File: src/rtl/imem_loader_if.sv
// Byte-stream handshake feeding the IMEM loader (UART RX / debug host side).
interface imem_loader_if;
    logic [7:0] in_data;
    logic       in_valid;
    logic       in_ready;

    // Stream source: drives bytes, observes backpressure.
    modport master (
        output in_data,
        output in_valid,
        input  in_ready
    );

    // Stream sink: the loader.
    modport slave (
        input  in_data,
        input  in_valid,
        output in_ready
    );
endinterface

File: src/rtl/imem_loader.sv
// IMEM loader: takes a little-endian program image from a byte stream
// (16-bit word-count header, then words) and writes it into the IMEM write
// port, holding the core in reset until the whole image has landed.
module imem_loader #(
    parameter int unsigned DEPTH = 256,
    parameter int unsigned CNT_W = 16
) (
    input  logic               clk,
    input  logic               rst_n,
    input  logic               start,
    imem_loader_if.slave       stream,
    output logic               wr_en,
    output logic [31:0]        wr_addr,
    output logic [31:0]        wr_data,
    output logic [CNT_W-1:0]   word_count,
    output logic               busy,
    output logic               done,
    output logic               err,
    output logic               cpu_rst_n
);

    localparam int unsigned ADDR_W = 32;
    localparam int unsigned DATA_W = 32;
    localparam int unsigned HDR_W  = 16;

    typedef enum logic [2:0] {
        S_IDLE,
        S_CNT_LO,
        S_CNT_HI,
        S_DATA,
        S_DONE,
        S_ERR
    } state_e;

    state_e              state_q, state_d;
    logic [CNT_W-1:0]    n_q, n_d;
    logic [1:0]          byte_idx_q, byte_idx_d;
    logic [CNT_W-1:0]    word_idx_q, word_idx_d;
    logic [23:0]         buf_q, buf_d;
    logic                in_ready_q, in_ready_d;
    logic                wr_en_q, wr_en_d;
    logic [ADDR_W-1:0]   wr_addr_q, wr_addr_d;
    logic [DATA_W-1:0]   wr_data_q, wr_data_d;
    logic [CNT_W-1:0]    word_count_q, word_count_d;
    logic                busy_q, busy_d;
    logic                done_q, done_d;
    logic                err_q, err_d;
    logic                cpu_rst_n_q, cpu_rst_n_d;

    logic                xfer_c;
    logic [HDR_W-1:0]    hdr_c;

    // A byte is consumed only when the registered ready is high.
    assign xfer_c = stream.in_valid & in_ready_q;
    // Full header as it would be once the high byte is taken this cycle.
    assign hdr_c  = {stream.in_data, n_q[7:0]};

    // Next-state and registered-output computation.
    always_comb begin
        state_d      = state_q;
        n_d          = n_q;
        byte_idx_d   = byte_idx_q;
        word_idx_d   = word_idx_q;
        buf_d        = buf_q;
        in_ready_d   = in_ready_q;
        wr_en_d      = 1'b0;
        wr_addr_d    = wr_addr_q;
        wr_data_d    = wr_data_q;
        word_count_d = word_count_q;
        busy_d       = busy_q;
        done_d       = done_q;
        err_d        = err_q;
        cpu_rst_n_d  = cpu_rst_n_q;

        case (state_q)
            S_IDLE, S_DONE, S_ERR: begin
                if (start) begin
                    state_d      = S_CNT_LO;
                    in_ready_d   = 1'b1;
                    busy_d       = 1'b1;
                    done_d       = 1'b0;
                    err_d        = 1'b0;
                    cpu_rst_n_d  = 1'b0;
                    word_count_d = '0;
                end
            end

            S_CNT_LO: begin
                if (xfer_c) begin
                    n_d     = CNT_W'(stream.in_data);
                    state_d = S_CNT_HI;
                end
            end

            S_CNT_HI: begin
                if (xfer_c) begin
                    n_d = CNT_W'(hdr_c);
                    if (hdr_c == '0 || 32'(hdr_c) > DEPTH) begin
                        state_d    = S_ERR;
                        err_d      = 1'b1;
                        busy_d     = 1'b0;
                        in_ready_d = 1'b0;
                    end else begin
                        state_d    = S_DATA;
                        byte_idx_d = '0;
                        word_idx_d = '0;
                    end
                end
            end

            S_DATA: begin
                if (xfer_c) begin
                    if (byte_idx_q == 2'd3) begin
                        // Fourth byte completes the word: issue the write.
                        wr_en_d      = 1'b1;
                        wr_addr_d    = ADDR_W'({word_idx_q, 2'b00});
                        wr_data_d    = {stream.in_data, buf_q};
                        word_count_d = word_count_q + CNT_W'(1);
                        word_idx_d   = word_idx_q + CNT_W'(1);
                        byte_idx_d   = '0;
                        if (word_idx_q == n_q - CNT_W'(1)) begin
                            state_d     = S_DONE;
                            done_d      = 1'b1;
                            busy_d      = 1'b0;
                            in_ready_d  = 1'b0;
                            cpu_rst_n_d = 1'b1;
                        end
                    end else begin
                        case (byte_idx_q)
                            2'd0:    buf_d[7:0]   = stream.in_data;
                            2'd1:    buf_d[15:8]  = stream.in_data;
                            default: buf_d[23:16] = stream.in_data;
                        endcase
                        byte_idx_d = byte_idx_q + 2'd1;
                    end
                end
            end

            default: begin
                state_d = S_IDLE;
            end
        endcase
    end

    // State and output registers with synchronous active-low reset.
    always_ff @(posedge clk) begin
        if (!rst_n) begin
            state_q      <= S_IDLE;
            n_q          <= '0;
            byte_idx_q   <= '0;
            word_idx_q   <= '0;
            buf_q        <= '0;
            in_ready_q   <= 1'b0;
            wr_en_q      <= 1'b0;
            wr_addr_q    <= '0;
            wr_data_q    <= '0;
            word_count_q <= '0;
            busy_q       <= 1'b0;
            done_q       <= 1'b0;
            err_q        <= 1'b0;
            cpu_rst_n_q  <= 1'b0;
        end else begin
            state_q      <= state_d;
            n_q          <= n_d;
            byte_idx_q   <= byte_idx_d;
            word_idx_q   <= word_idx_d;
            buf_q        <= buf_d;
            in_ready_q   <= in_ready_d;
            wr_en_q      <= wr_en_d;
            wr_addr_q    <= wr_addr_d;
            wr_data_q    <= wr_data_d;
            word_count_q <= word_count_d;
            busy_q       <= busy_d;
            done_q       <= done_d;
            err_q        <= err_d;
            cpu_rst_n_q  <= cpu_rst_n_d;
        end
    end

    assign stream.in_ready = in_ready_q;
    assign wr_en           = wr_en_q;
    assign wr_addr         = wr_addr_q;
    assign wr_data         = wr_data_q;
    assign word_count      = word_count_q;
    assign busy            = busy_q;
    assign done            = done_q;
    assign err             = err_q;
    assign cpu_rst_n       = cpu_rst_n_q;

endmodule
File: src/flat_wrapper.sv
// flat-port wrapper written by rule: the top's interface ports become plain ports
module imem_loader_flat 
#(
    parameter int unsigned DEPTH = 256,
    parameter int unsigned CNT_W = 16
)
  (clk, rst_n, start, wr_en, wr_addr, wr_data, word_count, busy, done, err, cpu_rst_n, stream_in_data, stream_in_valid, stream_in_ready);
  imem_loader_if stream_i ();
  input  logic clk;
  input  logic rst_n;
  input  logic start;
  output logic wr_en;
  output logic [31:0] wr_addr;
  output logic [31:0] wr_data;
  output logic [CNT_W-1:0] word_count;
  output logic busy;
  output logic done;
  output logic err;
  output logic cpu_rst_n;
  input wire logic [$bits(stream_i.in_data)-1:0] stream_in_data;
  input wire logic [$bits(stream_i.in_valid)-1:0] stream_in_valid;
  output wire logic [$bits(stream_i.in_ready)-1:0] stream_in_ready;
  assign stream_i.in_data = stream_in_data;
  assign stream_i.in_valid = stream_in_valid;
  assign stream_in_ready = stream_i.in_ready;
  imem_loader #(.DEPTH(DEPTH), .CNT_W(CNT_W)) u_core (.clk(clk), .rst_n(rst_n), .start(start), .stream(stream_i), .wr_en(wr_en), .wr_addr(wr_addr), .wr_data(wr_data), .word_count(word_count), .busy(busy), .done(done), .err(err), .cpu_rst_n(cpu_rst_n));
endmodule
File: config.mk
export PLATFORM = sky130hd
export DESIGN_NAME = imem_loader_flat
export DESIGN_NICKNAME = d
export VERILOG_FILES = /design/src/rtl/imem_loader_if.sv /design/src/rtl/imem_loader.sv /design/src/flat_wrapper.sv
export SDC_FILE = /design/constraint.sdc
export NUM_CORES = 1
export LEC_CHECK = 0
export ABC_AREA = 1
export CORE_MARGIN = 2
export CORE_UTILIZATION = 30
export DETAILED_ROUTE_END_ITERATION = 16
export HOLD_SLACK_MARGIN = 0.02
export PLACE_DENSITY = 0.57
export SLEW_MARGIN = 0
export SYNTH_ARGS = -nofsm -noshare
export SYNTH_HDL_FRONTEND = slang
export SYNTH_SLANG_ARGS = --single-unit
File: constraint.sdc
create_clock -name clk -period 4.84 [get_ports clk]
set_input_delay 0.726 -clock clk [delete_from_list [all_inputs] [get_ports clk]]
set_output_delay 0.726 -clock clk [all_outputs]
set_load 0.01 [all_outputs]
==> results.cfg <==
[run_status]
status = finished, final reports clean

[sta]
finalCriticalPeriod_ns = 2.75
relSlewSlack_pct = 36.1
fmax_mhz = 363
maxSlewViolCount = 0
worstMarginPinSlew_ns = 0.958
final.setup.tns_ns = 0
whs_ns = 0.458
fin_crit_sh_pct = 56.9
rsz0062_at_grt = false
final_hold_viol_count = 0
skew_ns = 0.0128
setup_viol = 0

[run]
drv_cap = 0

[finish]
drive_gt1_share_pct = 7.88
fin_util_pct = 38.1
fin_cells = 1209
diodes = 0
area_growth_pct = 25.3
nFillCells = 2147
nets = 946

[min_path]
hold_path.class = flip-flop to flip-flop

[power_and_ir_drop]
p_comb_share_pct = 18.2
power_mw = 2.98
p_leak_nw = 2.93
pwr-share-seq_pct = 37.4
intPower_mw = 2.08
powerDensity_nw_per_um2 = 388
pwr-share-clk_pct = 44.4
switchingPower_mw = 0.895
peakVddDrop_mv = 0.230
switching_share_pct = 30.0

[synth]
ys_seq_elements = 129
yosysWarnings = 0
syn_area_um2 = 6130
yosysUniqueCellTypes = 38
ys_async_sr_fraction_pct = 0
avgSynthCellArea_um2 = 7.15
synth_edf_count = 0
synthCells = 858
synthFlopType = dfxtp_1
synth-seq-area-share_pct = 42.1

[floorplan]
die_area_um2 = 21600
pin_count = 98
die_h_um = 147
initial_core_util_pct = 30.4
core_um2 = 20200
die_w_um = 147
num_rows = 52

[drt]
vias = 5638
dr.pass1.iters = 5
wire_per_inst_um = 13.6
vias_per_cell = 4.66
finalWirelength_mm = 16.5
drt_iter0_markers = 380
wl_met3_um = 666
postRouteAntennaNets = 0
drt-met1-wl_mm = 8.05
highest_layer = met4
drc_errors = 0
dr_wl_met2_mm = 7.56

[clock_tree]
htreeDepth = 4
tritoncts = yes
post_cts_buffers = 0
worstSkewPairLatency_ns = 0.42
clockRootBuffer = clkbuf_16
cts.sink_count = 129
post_cts_resized = 0
cts.clk_slew.worst_paths_ns = 0.06
cts_buffers = 17
cts_hold_buf = 0
clock_path_buffers = 2

[critical_path]
crit_fanout = 15
cpMaxStageDelayCell = nor2_2
crit_type = flip-flop to flip-flop
max_stage_delay_ns = 0.57
crit_arrival_ns = 3.05
end_kind = flip-flop
crit_chain = nand2_1 > nor2_2 > inv_2 > nor2_2 > nand2_1 > o21ai_0 > a21oi_1
crit_family = simple AND/OR/NAND/NOR gates
crit_required_ns = 5.13
startpoint_type = flip-flop
cp_num_buf_inv = 1

[grt]
grt_pass1_wl_mm = 27.3
grt_max_degree = 61
antenna_found_initial = 0
grt_pass1_vias = 5353
grt.total_usage_pct = 15.7
grt-ovfl-total = 0

[placement]
place_congestion = 0.849
port_buffers = 81
place_hpwl_mm = 11.6
dpl.cell_count = 1177
## per-layer routing
metal | GRT usage [%] | up-vias
li1 | - | 2930
met1 | 20.9 | 2583
met2 | 25.6 | 111
met3 | 3.29 | 14
met4 | 5.00 | 0
met5 | 0 | -
## metrics by stage
step / setup WS (ns) / area [um2]
2_1_floorplan: 2.89 / 6190
3_3_place_gp: 1.87 / 7090
3_5_place_dp: 1.89 / 7090
4_1_cts: 2.11 / 7690
5_1_grt: 1.80 / 7690
6_report: 2.09 / 7690
## layout make-up
type,instances,area [um2],area share [%]
well taps,270,338,4.40
inverters,66,248,3.22
multi-input cells,626,3070,40.0
flip-flops and latches,129,2580,33.6
repair buffers,86,843,11.0
clock buffers,20,447,5.81
clock inverters,12,154,2.00
## Yosys cell counts, drive strengths merged (3+ instances only)
master    n  area (um2)
nand2   159         632
nor2    142         597
dfxtp   129        2580
a21oi    80         400
nand3    79         395
o21ai    71         359
inv      63         236
clkbuf   27         101
buf      25         185
xor2     14         123
nand4    13        81.3
nor3     13        92.6
a211oi    8        60.1
ha        8         100
xnor2     8        70.1
nor4      5        31.3
clkinv    3        11.3
nand3b    3        22.5
## worst min-delay path, cell delays in order (launching register included)
cell     delay, ns
dfxtp_1       0.30
nand2_1       0.06
a21oi_1       0.05
## placed cells by master (no fill, tap or decap), types with 2 or more instances in the layout
master	synthesis	routed
xor2_1	14	14
nor2_4	4	4
nand3_1	79	79
o21ai_0	65	65
clkbuf_1	27	2
nor3_1	10	10
nor4_1	5	5
clkbuf_16	0	17
nor3_4	2	2
nor2_1	130	130
conb_1	1	16
inv_2	9	9
clkdlybuf4s50_1	0	80
nand2_1	147	147
clkinv_2	0	3
bufinv_16	0	3
clkinvlp_4	0	3
nand3b_1	3	3
a21oi_1	80	80
nor2_2	7	7
clkinv_1	3	3
nand4_1	13	13
a211oi_1	8	8
inv_6	0	3
ha_1	8	8
inv_1	54	54
o21ai_1	5	5
xnor2_1	8	8
buf_4	19	5
nand2_2	11	11
dfxtp_1	129	129
## worst paths after layout
check / depth (start not counted) / start / to / slack (ns)
worst min-delay path: 2 / u_core.buf_q[1] / u_core.buf_q[1] / 0.46
worst max-delay path: 7 / u_core.state_q[0] / u_core.buf_q[7] / 2.09
worst max register to register: 7 / u_core.state_q[0] / u_core.buf_q[7] / 2.09
worst min register to register: 2 / u_core.buf_q[1] / u_core.buf_q[1] / 0.46
## power groups by stage
stage,Clock [mW],Combinational (mW),Sequential [mW]
2_1_floorplan,0,0.436,1.13
3_3_place_gp,0,0.539,1.14
3_5_place_dp,0,0.540,1.14
4_1_cts,1.35,0.542,1.11
5_1_grt,1.39,0.617,1.12
6_report,1.32,0.543,1.11
## logic make-up (layout without fill, tap and decap cells)
logic type,Yosys count,in the layout,share of synthesized area [%]
xor+xnor,22,22,3.14
compound gates,163,163,13.8
buf+inv,118,184,8.71
simple gates,417,417,30.5
other cells,1,16,0.0611
flops,129,129,42.1
fa+ha+maj,8,8,1.63
## flip-flops by register name, indices dropped and copies added (netlist names)
register                count
u_core.wr_data             32
u_core.buf_q               24
u_core.n_q                 16
u_core.word_count          16
u_core.word_idx_q          16
u_core.wr_addr             16
u_core.state_q              3
u_core.byte_idx_q           2
u_core.done                 1
u_core.err                  1
u_core.stream.in_ready      1
u_core.wr_en                1
Power figures use the tool's default switching activity.
